$ cat src/rtl/status_reg_stack.sv
// Processor status register (condition flags + mode) with a shadow stack that
// saves context on trap and restores it on return; HALT freezes everything until reset.
module status_reg_stack #(
  parameter int FLAG_W = 4,
  parameter int MODE_W = 1,
  parameter int DEPTH  = 4,
  localparam int DW    = $clog2(DEPTH + 1)
) (
  input  logic                       clock,
  input  logic                       reset,
  input  logic                       upd_en,
  input  logic [FLAG_W-1:0]          upd_mask,
  input  logic [FLAG_W-1:0]          flags_in,
  input  logic                       wr_en,
  input  logic [FLAG_W+MODE_W-1:0]   wr_data,
  input  logic                       trap,
  input  logic [MODE_W-1:0]          trap_mode,
  input  logic                       ret,
  input  logic                       halt,
  output logic [FLAG_W-1:0]          flags,
  output logic [MODE_W-1:0]          mode,
  output logic                       halted,
  output logic [DW-1:0]              depth,
  output logic                       stk_ovf,
  output logic                       stk_unf
);

  localparam int SW = FLAG_W + MODE_W;
  localparam int AW = (DEPTH > 1) ? $clog2(DEPTH) : 1;

  typedef enum logic {RUN, HALTED} state_e;

  state_e            state_q;
  logic [FLAG_W-1:0] flags_q;
  logic [MODE_W-1:0] mode_q;
  logic              halted_q;
  logic [DW-1:0]     depth_q;
  logic              ovf_q;
  logic              unf_q;
  logic [SW-1:0]     stk_q [DEPTH];

  logic          full;
  logic          empty;
  logic [AW-1:0] push_idx;
  logic [AW-1:0] pop_idx;

  assign full     = (depth_q == DW'(DEPTH));
  assign empty    = (depth_q == '0);
  assign push_idx = AW'(depth_q);
  assign pop_idx  = AW'(depth_q - DW'(1));

  // One action per cycle in RUN: halt > trap > ret > wr_en > upd_en.
  always_ff @(posedge clock) begin
    if (reset) begin
      state_q  <= RUN;
      flags_q  <= '0;
      mode_q   <= '0;
      halted_q <= 1'b0;
      depth_q  <= '0;
      ovf_q    <= 1'b0;
      unf_q    <= 1'b0;
    end else if (state_q == RUN) begin
      if (halt) begin
        state_q  <= HALTED;
        flags_q  <= '1;
        mode_q   <= '1;
        halted_q <= 1'b1;
      end else if (trap) begin
        if (!full) begin
          stk_q[push_idx] <= {flags_q, mode_q};
          mode_q          <= trap_mode;
          depth_q         <= depth_q + DW'(1);
        end else begin
          ovf_q <= 1'b1;
        end
      end else if (ret) begin
        if (!empty) begin
          {flags_q, mode_q} <= stk_q[pop_idx];
          depth_q           <= depth_q - DW'(1);
        end else begin
          unf_q <= 1'b1;
        end
      end else if (wr_en) begin
        flags_q <= wr_data[SW-1:MODE_W];
        mode_q  <= wr_data[MODE_W-1:0];
      end else if (upd_en) begin
        flags_q <= (flags_q & ~upd_mask) | (flags_in & upd_mask);
      end
    end
  end

  assign flags   = flags_q;
  assign mode    = mode_q;
  assign halted  = halted_q;
  assign depth   = depth_q;
  assign stk_ovf = ovf_q;
  assign stk_unf = unf_q;

endmodule

$ cat config.mk
export PLATFORM = sky130hd
export DESIGN_NAME = status_reg_stack
export DESIGN_NICKNAME = d
export VERILOG_FILES = /design/src/rtl/status_reg_stack.sv
export SDC_FILE = /design/constraint.sdc
export NUM_CORES = 1
export LEC_CHECK = 0
export ABC_AREA = 1
export CAP_MARGIN = 40
export CORE_ASPECT_RATIO = 0.8
export CORE_MARGIN = 3
export CORE_UTILIZATION = 35
export DETAILED_ROUTE_END_ITERATION = 8
export GPL_ROUTABILITY_DRIVEN = 0
export REMOVE_ABC_BUFFERS = 1
export SETUP_SLACK_MARGIN = 0.5
export SLEW_MARGIN = 20
export SYNTH_ARGS = -nofsm -noshare
export SYNTH_HDL_FRONTEND = slang
export SYNTH_SLANG_ARGS = --single-unit
export TNS_END_PERCENT = 100
$ cat constraint.sdc
create_clock -name clock -period 2.1 [get_ports clock]
set_input_delay 0.63 -clock clock [delete_from_list [all_inputs] [get_ports clock]]
set_output_delay 0.63 -clock clock [all_outputs]
set_load 0.005 [all_outputs]
==> summary.txt, run 1 <==
Status
  – Outcome: finished clean

Setup path
  – Highest net fanout along the worst path: 6
  – Startpoint types: register
  – Worst path slowest cell: dfxtp_4
  – CP bufs+invs: 1
  – CP endpoint kind: output pin
  – Arr. time, crit path: 910 ps
  – Required time of the critical path: 1470 ps
  – Crit Path Class: register to output pin
  – Crit path max-delay family: flip-flops
  – Critical path's largest stage delay: 360 ps
  – Crit-path cells: dlygate4sd2_1

Yosys
  – Async S/R FF share, synth: 0
  – Ys Warns: 0
  – Synth Instances: 188
  – Syn Std Cell Area: 1600 µm²
  – Seq/Total Area, Yosys: 0.526
  – #FFs+latches synth: 32
  – Number of synthesized flops with an enable pin: 20
  – Syn Area/Cell: 8.50 µm²
  – Library cells used by synthesis: 25
  – Ys flop type: edfxtp_1

CTS
  – Root buf cell: clkbuf_8
  – Clock sinks: 32
  – Total CTS buffers: 5
  – Worst-path clk slew: 70 ps
  – H-tree depth: 2
  – CTS tree: built
  – Hold buffers post-CTS: 0
  – CTS Buffer Depth: 2
  – Clk Latency, worst-skew pair: 290 ps

Final layout
  – Fillers: 390
  – Area growth from synthesis to layout: 40.8%
  – Final-stage net count: 270
  – Number of antenna repair diodes: 0
  – Fraction of final layout cells with drive strength greater than 1: 0.237

Drt
  – Initial DRC Count: 98
  – Detailed Routing Iterations Pass 1: 4
  – Wirelength per Cell: 12.6 µm
  – Drt drc: 0
  – WL final: 3820 µm
  – Post-DRT Antenna Nets: 0
  – Via count: 1376
  – DR vias/cell: 4.56

Timing
  – Least-Margin Pin Slew: 262 ps
  – Final worst path period share: 0.733
  – Fmax: 650 MHz
  – Slew headroom: 0.825
  – PnR worst setup slack: 562 ps
  – Unrepaired setup endpoints after global routing: false
  – Fin. Hold Viols: 0
  – Min Clock Period, post-route: 1540 ps
  – Max-slew violations: 0
  – Final Skew: 5.03 ps
  – Final setup viols: 0
  – Fin Setup TNS: 0 ps

Power
  – LEAKAGE: 0.999 nW
  – P_int: 0.00108 W
  – Net Sw Power: 0.000418 W
  – Sw Share: 0.279
  – Clk pwr share: 0.310
  – Gate power share: 0.208
  – Seq pwr share: 0.481
  – Pwr dens: 665 nW/µm²
  – Worst VDD drop: 0.305 mV

Global routing
  – Pin count of the biggest net entering global routing: 15
  – Grt ovf: 0
  – Met3 capacity usage during global routing: 0.0490
  – First-pass GRT wire length: 6500 µm
  – Gr usage total: 0.164
  – Global-route met1 utilization: 0.247
  – GRT Max-Usage Layer: met1
  – Vias in the first global route: 1331
  – Initial antenna violation count: 0
  – GR Util met2: 0.221

Place
  – PortBufs: 31
  – Post-DP HPWL: 2870 µm
  – Pre-CTS setup slack: 38.9 ps

Floorplanning
  – Initial Utilization: 0.373
  – Die width: 81.5 µm
  – Die Span Y: 66.4 µm
  – FP Rows: 21
  – DIE AREA: 5420 µm²
  – Placeable core region: 4280 µm²
  – Ports: 32

Run
  – Max-cap viol count: 0

Worst hold path
  – Hold WC Path Type: register to register
area by class of cell:
| class | count | area, µm² | area share |
|---|---|---|---|
| multi-input cells | 131 | 689 | 0.306 |
| well taps | 57 | 71.3 | 0.0317 |
| inverters | 21 | 81.3 | 0.0362 |
| repair buffers | 53 | 460 | 0.205 |
| flip-flops and latches | 32 | 860 | 0.382 |
| clock buffers | 5 | 68.8 | 0.0306 |
| clock inverters | 3 | 18.8 | 0.00834 |
power by group through the flow:
| stage | Clock, W | Combinational, W | Sequential (W) |
|---|---|---|---|
| after detailed placement | 0 | 0.000293 | 0.000738 |
| after floorplan | 0 | 0.000134 | 0.000738 |
| after CTS | 0.000475 | 0.000296 | 0.000720 |
| final | 0.000464 | 0.000312 | 0.000720 |
| after global placement | 0 | 0.000293 | 0.000739 |
| after global routing | 0.000505 | 0.000353 | 0.000723 |
per-layer routing:
| layer | part of all wire | routed length (µm) |
|---|---|---|
| met2 | 0.40 | 1530 |
| met5 | 0 | 0 |
| met3 | 0.057 | 219 |
| met1 | 0.53 | 2030 |
| met4 | 0.010 | 39 |
flip-flops by register name, summed over array words and instances (netlist names):
| register | count |
|---|---|
| flags | 4 |
| stk_q | 20 |
| stk_ovf | 1 |
| depth | 3 |
| mode | 1 |
| state_q | 1 |
| halted | 1 |
| stk_unf | 1 |
cells in the mapped netlist (3+ instances only):
| library cell | instances | area share |
|---|---|---|
| a21oi_1 | 10 | 0.031 |
| o211ai_1 | 4 | 0.019 |
| nand3_1 | 9 | 0.028 |
| dfxtp_1 | 12 | 0.15 |
| inv_2 | 3 | 0.0070 |
| nor2_2 | 4 | 0.016 |
| nand2_1 | 53 | 0.12 |
| inv_1 | 18 | 0.042 |
| o21ai_0 | 10 | 0.031 |
| nor2_1 | 23 | 0.054 |
| ha_1 | 5 | 0.039 |
| edfxtp_1 | 20 | 0.38 |
timing repair:
action | 4_1_cts | 5_1_grt
cloned | 0 | 0
setup endpoints to repair | 39 | 29
pin swaps | 5 | 6
setup buffers | 3 | 1
gates resized for setup | 24 | 16
worst paths after layout:
path | start | to | slack [ps] | cells past startpoint
worst max-delay path | flags[3]$_SDFFE_PP0P_ | flags[3] | 560 | 1
worst min register to register | halted$_SDFFE_PP0P_ | halted$_SDFFE_PP0P_ | 480 | 2
worst min-delay path | halted$_SDFFE_PP0P_ | halted$_SDFFE_PP0P_ | 480 | 2
worst max register to register | depth[1]$_SDFFE_PP0P_ | stk_q[1][1]$_DFFE_PP_ | 650 | 6
cell usage in the layout (no fill, tap or decap), drive strengths merged, types with 2 or more instances in the layout:
master / instances
dlygate4sd2: 12
nand4: 2
nor3: 2
nand2: 55
ha: 5
clkdlybuf4s50: 16
o211ai: 5
a21oi: 10
buf: 22
inv: 21
edfxtp: 20
dfxtp: 12
clkinv: 3
o21ai: 11
clkbuf: 6
dlymetal6s2s: 2
xor2: 2
nand3: 9
nor2: 27
metrics by stage:
stage / utilization / cell area, µm² / total power (W) / hold WS [ps] / std cells
CTS: 0.516 / 2210 / 0.00149 / 485 / 301
finish: 0.525 / 2250 / 0.00150 / 479 / 302
global placement: 0.489 / 2100 / 0.00103 / 460 / 290
global route: 0.525 / 2250 / 0.00158 / 489 / 302
floorplan: - / 1580 / 0.000871 / 460 / 184
detailed placement: 0.489 / 2100 / 0.00103 / 464 / 290
cell families (layout without fill, tap and decap cells):
group                    Yosys count  count (layout)  share of synthesized area
AND/OR/NAND/NOR                   95              95                      0.247
flip-flops                        32              32                      0.526
AO/OA/AOI/OAI                     28              28                      0.110
buffers and inverters             25              82                     0.0611
adder cells (fa/ha/maj)            5               5                     0.0392
XOR/XNOR                           3               3                     0.0164
Power figures use the tool's default switching activity.
==> run 2, diff against run 1 <==
==> constraint.sdc (replaced) <==
create_clock -name clock -period 1.5 [get_ports clock]
set_input_delay 0.45 -clock clock [delete_from_list [all_inputs] [get_ports clock]]
set_output_delay 0.45 -clock clock [all_outputs]
set_load 0.005 [all_outputs]
==> run 2 against run 1 <==
  * Sequential cell count did not move
  * Sequential power rose by 40%
  * Register-to-register slack got worse by 580 ps
  * Non-clock buffer count rose by 22
  * Sequential share of layout area fell by 3.8 points
  * Hold slack got worse by 3.8 ps
  * Largest cell class unchanged
  * Highest routed layer unchanged
==> summary.txt, run 2 (synthesis results as in run 1) <==
Status
  – Outcome: finished clean

Final layout
  – Number of antenna repair diodes: 0
  – Most common cell after layout, fill and taps aside: nand2_1
  – Final instance area: 2490 µm²
  – Most frequent cells in the layout: nand2_1 (48), buf_4 (36), edfxtp_1 (20)
  – Fraction of final layout cells with drive strength greater than 1: 0.419
  – Top reg by flops: stk_q
  – Area growth from synthesis to layout: 55.6%
  – Final-stage net count: 292
  – Largest register FFs: 20

Timing
  – Final setup viols: 0
  – Min Clock Period, post-route: 1430 ps
  – Unrepaired setup endpoints after global routing: true
  – Min Hold Slack: 475 ps
  – Final worst path period share: 0.957
  – PnR worst setup slack: 65.2 ps
  – Fin Setup TNS: 0 ps
  – Fin. Hold Viols: 0
  – Least-Margin Pin Slew: 256 ps
  – Final Skew: 4.24 ps
  – Slew headroom: 0.828
  – Fmax: 697 MHz
  – Max-slew violations: 0

Power
  – Pwr dens: 892 nW/µm²
  – Net Sw Power: 0.000616 W
  – Clk pwr share: 0.286
  – P_int: 0.00160 W
  – Sw Share: 0.278
  – LEAKAGE: 1.08 nW
  – Worst VDD drop: 0.363 mV
  – Gate power share: 0.260
  – Seq pwr share: 0.454

Global routing
  – First-pass GRT wire length: 6380 µm
  – Vias in the first global route: 1320
  – Grt ovf: 0
  – Pin count of the biggest net entering global routing: 15
  – Initial antenna violation count: 0
  – Gr usage total: 0.160

Drt
  – Detailed Routing Iterations Pass 1: 4
  – Initial DRC Count: 70
  – DR vias/cell: 4.50
  – Via count: 1458
  – Post-DRT Antenna Nets: 0
  – Drt drc: 0
  – Wirelength per Cell: 12.6 µm
  – WL final: 4100 µm

Run
  – Max-cap viol count: 0

Setup path
  – Startpoint types: register
  – Highest net fanout along the worst path: 4
  – Crit Path Class: register to register
  – Arr. time, crit path: 1440 ps
  – CP endpoint kind: register
  – Required time of the critical path: 1500 ps

CTS
  – Clk Latency, worst-skew pair: 280 ps
  – Clock sinks: 32
  – H-tree depth: 2
  – CTS Buffer Depth: 2
  – Root buf cell: clkbuf_8
  – Total CTS buffers: 5
  – Hold buffers post-CTS: 0
  – CTS tree: built
  – Worst-path clk slew: 70 ps

Worst hold path
  – Hold WC Path Type: register to register

Floorplanning
  – DIE AREA: 5420 µm²
  – Placeable core region: 4280 µm²
  – Ports: 32
  – Die width: 81.5 µm
  – FP Rows: 21
  – Die Span Y: 66.4 µm
  – Initial Utilization: 0.373

Place
  – Post-DP HPWL: 2990 µm
  – DP Area: 2220 µm²
  – PortBufs: 31
  – Pre-CTS setup slack: -434 ps
run 2: final cells by class:
type	instances	area [µm²]
fillers	396	1800
multi-input cells	131	754
clock inverters	2	11.3
clock buffers	6	72.6
repair buffers	75	639
flip-flops and latches	32	856
inverters	21	81.3
well taps	57	71.3
run 2: power groups by stage:
stage | Combinational [W] | Clock, W | Sequential, W
global route | 0.000636 | 0.000677 | 0.00101
global placement | 0.000477 | 0 | 0.00102
floorplan | 0.000187 | 0 | 0.00103
CTS | 0.000533 | 0.000646 | 0.00100
detailed placement | 0.000482 | 0 | 0.00102
finish | 0.000576 | 0.000635 | 0.00101
run 2: through the flow:
stage	std cells	util	total power, W
after floorplan	184	-	0.00122
after global placement	306	0.517	0.00150
after detailed placement	306	0.517	0.00150
after CTS	323	0.557	0.00218
after global routing	324	0.580	0.00232
final	324	0.580	0.00222
run 2: metal layers:
metal,share of wire,GRT usage,wire length [µm],vias to the layer above
met3,0.045,0.0395,184,6
met1,0.53,0.243,2180,654
met5,0,0,0,-
met4,0.013,0.0506,53,0
met2,0.41,0.218,1680,28
li1,-,-,-,770
run 2: worst paths after layout:
check | from | endpoint | slack (ps) | depth (start not counted)
hold reg to reg | halted$_SDFFE_PP0P_ | halted$_SDFFE_PP0P_ | 470 | 2
setup reg to reg | depth[0]$_SDFFE_PP0P_ | stk_q[1][4]$_DFFE_PP_ | 70 | 6
hold / removal | halted$_SDFFE_PP0P_ | halted$_SDFFE_PP0P_ | 470 | 2
setup / recovery | depth[0]$_SDFFE_PP0P_ | stk_q[1][4]$_DFFE_PP_ | 70 | 6
run 2: worst max-delay path, cell delays in order (launching register included):
cell and delay (ps):
dfxtp_2 340, inv_2 50, ha_4 170, nand2_4 60, nand4_1 200, nor2_2 200, buf_6 140
run 2: timing repair:
action / in CTS / in global routing
hold endpoints to repair: 0 / 0
pin swaps: 21 / 16
endpoints found under the setup margin: 43 / 42
setup buffers: 9 / 1
gates resized for setup: 89 / 24
==> run 3, diff against run 2 <==
--- a/config.mk
+++ b/config.mk
@@ -10,8 +10,10 @@
 export CORE_ASPECT_RATIO = 0.8
 export CORE_MARGIN = 3
 export CORE_UTILIZATION = 35
+export CTS_BUF_LIST = sky130_fd_sc_hd__clkbuf_4
 export DETAILED_ROUTE_END_ITERATION = 8
 export GPL_ROUTABILITY_DRIVEN = 0
+export HOLD_SLACK_MARGIN = 0.05
 export REMOVE_ABC_BUFFERS = 1
 export SETUP_SLACK_MARGIN = 0.5
 export SLEW_MARGIN = 20
==> run 3 against run 2 <==
  * Maximum frequency is 1.6% higher
  * Die area is the same
  * Design area decreased by 1.6%
==> summary.txt, run 3 (synthesis results as in run 1) <==
Timing
  – Final setup viols: 0
  – Fin. Hold Viols: 0
  – Unrepaired setup endpoints after global routing: true
  – Min Clock Period, post-route: 1410 ps
  – Fmax: 708 MHz
  – Min Hold Slack: 481 ps
  – Final Skew: 3.37 ps
  – Least-Margin Pin Slew: 255 ps
  – Max-slew violations: 0
  – Final worst path period share: 0.942
  – Slew headroom: 0.829

CTS
  – CTS tree: built
  – Hold buffers post-CTS: 0
  – Clk Latency, worst-skew pair: 330 ps
  – Root buf cell: clkbuf_4
  – Worst-path clk slew: 100 ps
  – CTS Buffer Depth: 2
  – Clock sinks: 32
  – Total CTS buffers: 5
  – H-tree depth: 2

Floorplanning
  – FP Rows: 21
  – Initial Utilization: 0.373
  – Die Span Y: 66.4 µm
  – DIE AREA: 5420 µm²
  – Ports: 32
  – Placeable core region: 4280 µm²
  – Die width: 81.5 µm

Worst hold path
  – Worst hold path depth: 2
  – Hold WC Path Type: register to register

Global routing
  – Grt ovf: 0
  – GRT Max-Usage Layer: met1
  – Pin count of the biggest net entering global routing: 15
  – Vias in the first global route: 1334
  – First-pass GRT wire length: 6430 µm
  – Met3 capacity usage during global routing: 0.0395
  – Gr usage total: 0.162
  – Initial antenna violation count: 0
  – Global-route met1 utilization: 0.242
  – GR Util met2: 0.223

Power
  – Worst VDD drop: 0.311 mV
  – LEAKAGE: 1.06 nW
  – P_int: 0.00147 W
  – Gate power share: 0.275
  – Net Sw Power: 0.000589 W
  – Seq pwr share: 0.488
  – Sw Share: 0.286
  – Clk pwr share: 0.237
  – Pwr dens: 843 nW/µm²

Drt
  – Drt drc: 0
  – Post-DRT Antenna Nets: 0
  – DR vias/cell: 4.47
  – Via count: 1445
  – Detailed Routing Iterations Pass 1: 4
  – Wirelength per Cell: 12.4 µm
  – WL final: 4010 µm
  – Initial DRC Count: 67

Setup path
  – Startpoint types: register
  – Required time of the critical path: 1560 ps
  – Crit Path Class: register to register
  – Length in cells of the worst reg-to-reg path: 6
  – CP endpoint kind: register
  – Arr. time, crit path: 1470 ps
  – Highest net fanout along the worst path: 4

Run
  – Max-cap viol count: 0

Final layout
  – Most common cell after layout, fill and taps aside: nand2_1
  – Final-stage net count: 291
  – Top reg by flops: stk_q
  – Post-route insts no fill: 323
  – Most frequent cells in the layout: nand2_1 (48), buf_4 (36), edfxtp_1 (20)
  – Largest register FFs: 20
  – Area growth from synthesis to layout: 53.1%
  – Fraction of final layout cells with drive strength greater than 1: 0.406
  – Number of antenna repair diodes: 0

Place
  – Post-DP HPWL: 2990 µm
  – PortBufs: 31
  – Post-Place Cells: 306

Status
  – Outcome: finished clean
## run 3: cell types whose count changed in the layout (fill, tap and decap cells not counted), sizes merged
cell           delta
clkdlybuf4s50     +1
dlygate4sd2       -1
clkdlybuf4s15     +1
buf               -2
## run 3: final cells by class
type | count | area, µm²
multi-input combinational | 131 | 747
clock buffer | 6 | 45.0
tap | 57 | 71.3
inverter | 21 | 81.3
sequential | 32 | 856
clock inverter | 2 | 11.3
fill | 409 | 1840
timing repair buffer | 74 | 634
## run 3: power by group through the flow
| stage | Combinational [W] | Sequential, W | Clock (W) |
|---|---|---|---|
| floorplan | 0.000187 | 0.00103 | 0 |
| global placement | 0.000477 | 0.00102 | 0 |
| detailed placement | 0.000482 | 0.00102 | 0 |
| CTS | 0.000530 | 0.00100 | 0.000506 |
| global route | 0.000627 | 0.00101 | 0.000543 |
| finish | 0.000568 | 0.00101 | 0.000489 |
## run 3: per-stage QoR
stage                     TNS, ps  area [µm²]  setup slack, ps  power [W]  utilization
after floorplan             -9740        1580             -406    0.00122            -
after global placement     -10540        2220             -403    0.00150        0.517
after detailed placement   -11030        2220             -434    0.00150        0.517
after CTS                       0        2350             66.2    0.00204        0.550
after global routing         -344        2450            -36.0    0.00218        0.571
final                           0        2450             87.1    0.00206        0.571
## run 3: worst paths after layout
kind / startpoint / endpoint / slack, ps
max: depth[0]$_SDFFE_PP0P_ / stk_q[1][2]$_DFFE_PP_ / 90
min: halted$_SDFFE_PP0P_ / halted$_SDFFE_PP0P_ / 480
max reg2reg: depth[0]$_SDFFE_PP0P_ / stk_q[1][2]$_DFFE_PP_ / 90
min reg2reg: halted$_SDFFE_PP0P_ / halted$_SDFFE_PP0P_ / 480
## run 3: metal layers
metal  share of wire  routed length [µm]
met5               0                   0
met2            0.41                1650
met1            0.52                2100
met3           0.052                 207
met4           0.013                  51
## run 3: critical path, cell delays in order, from the launching register on
cell     delay [ps]
dfxtp_2         350
inv_2            50
ha_4            170
nand2_4          60
nand4_1         190
nor2_2          190
buf_6           130
## run 3: timing repair
| action | CTS | global route |
|---|---|---|
| setup buffers | 8 | 1 |
| endpoints found under the setup margin | 42 | 42 |
| pin swaps | 16 | 14 |
| resized for setup | 84 | 22 |
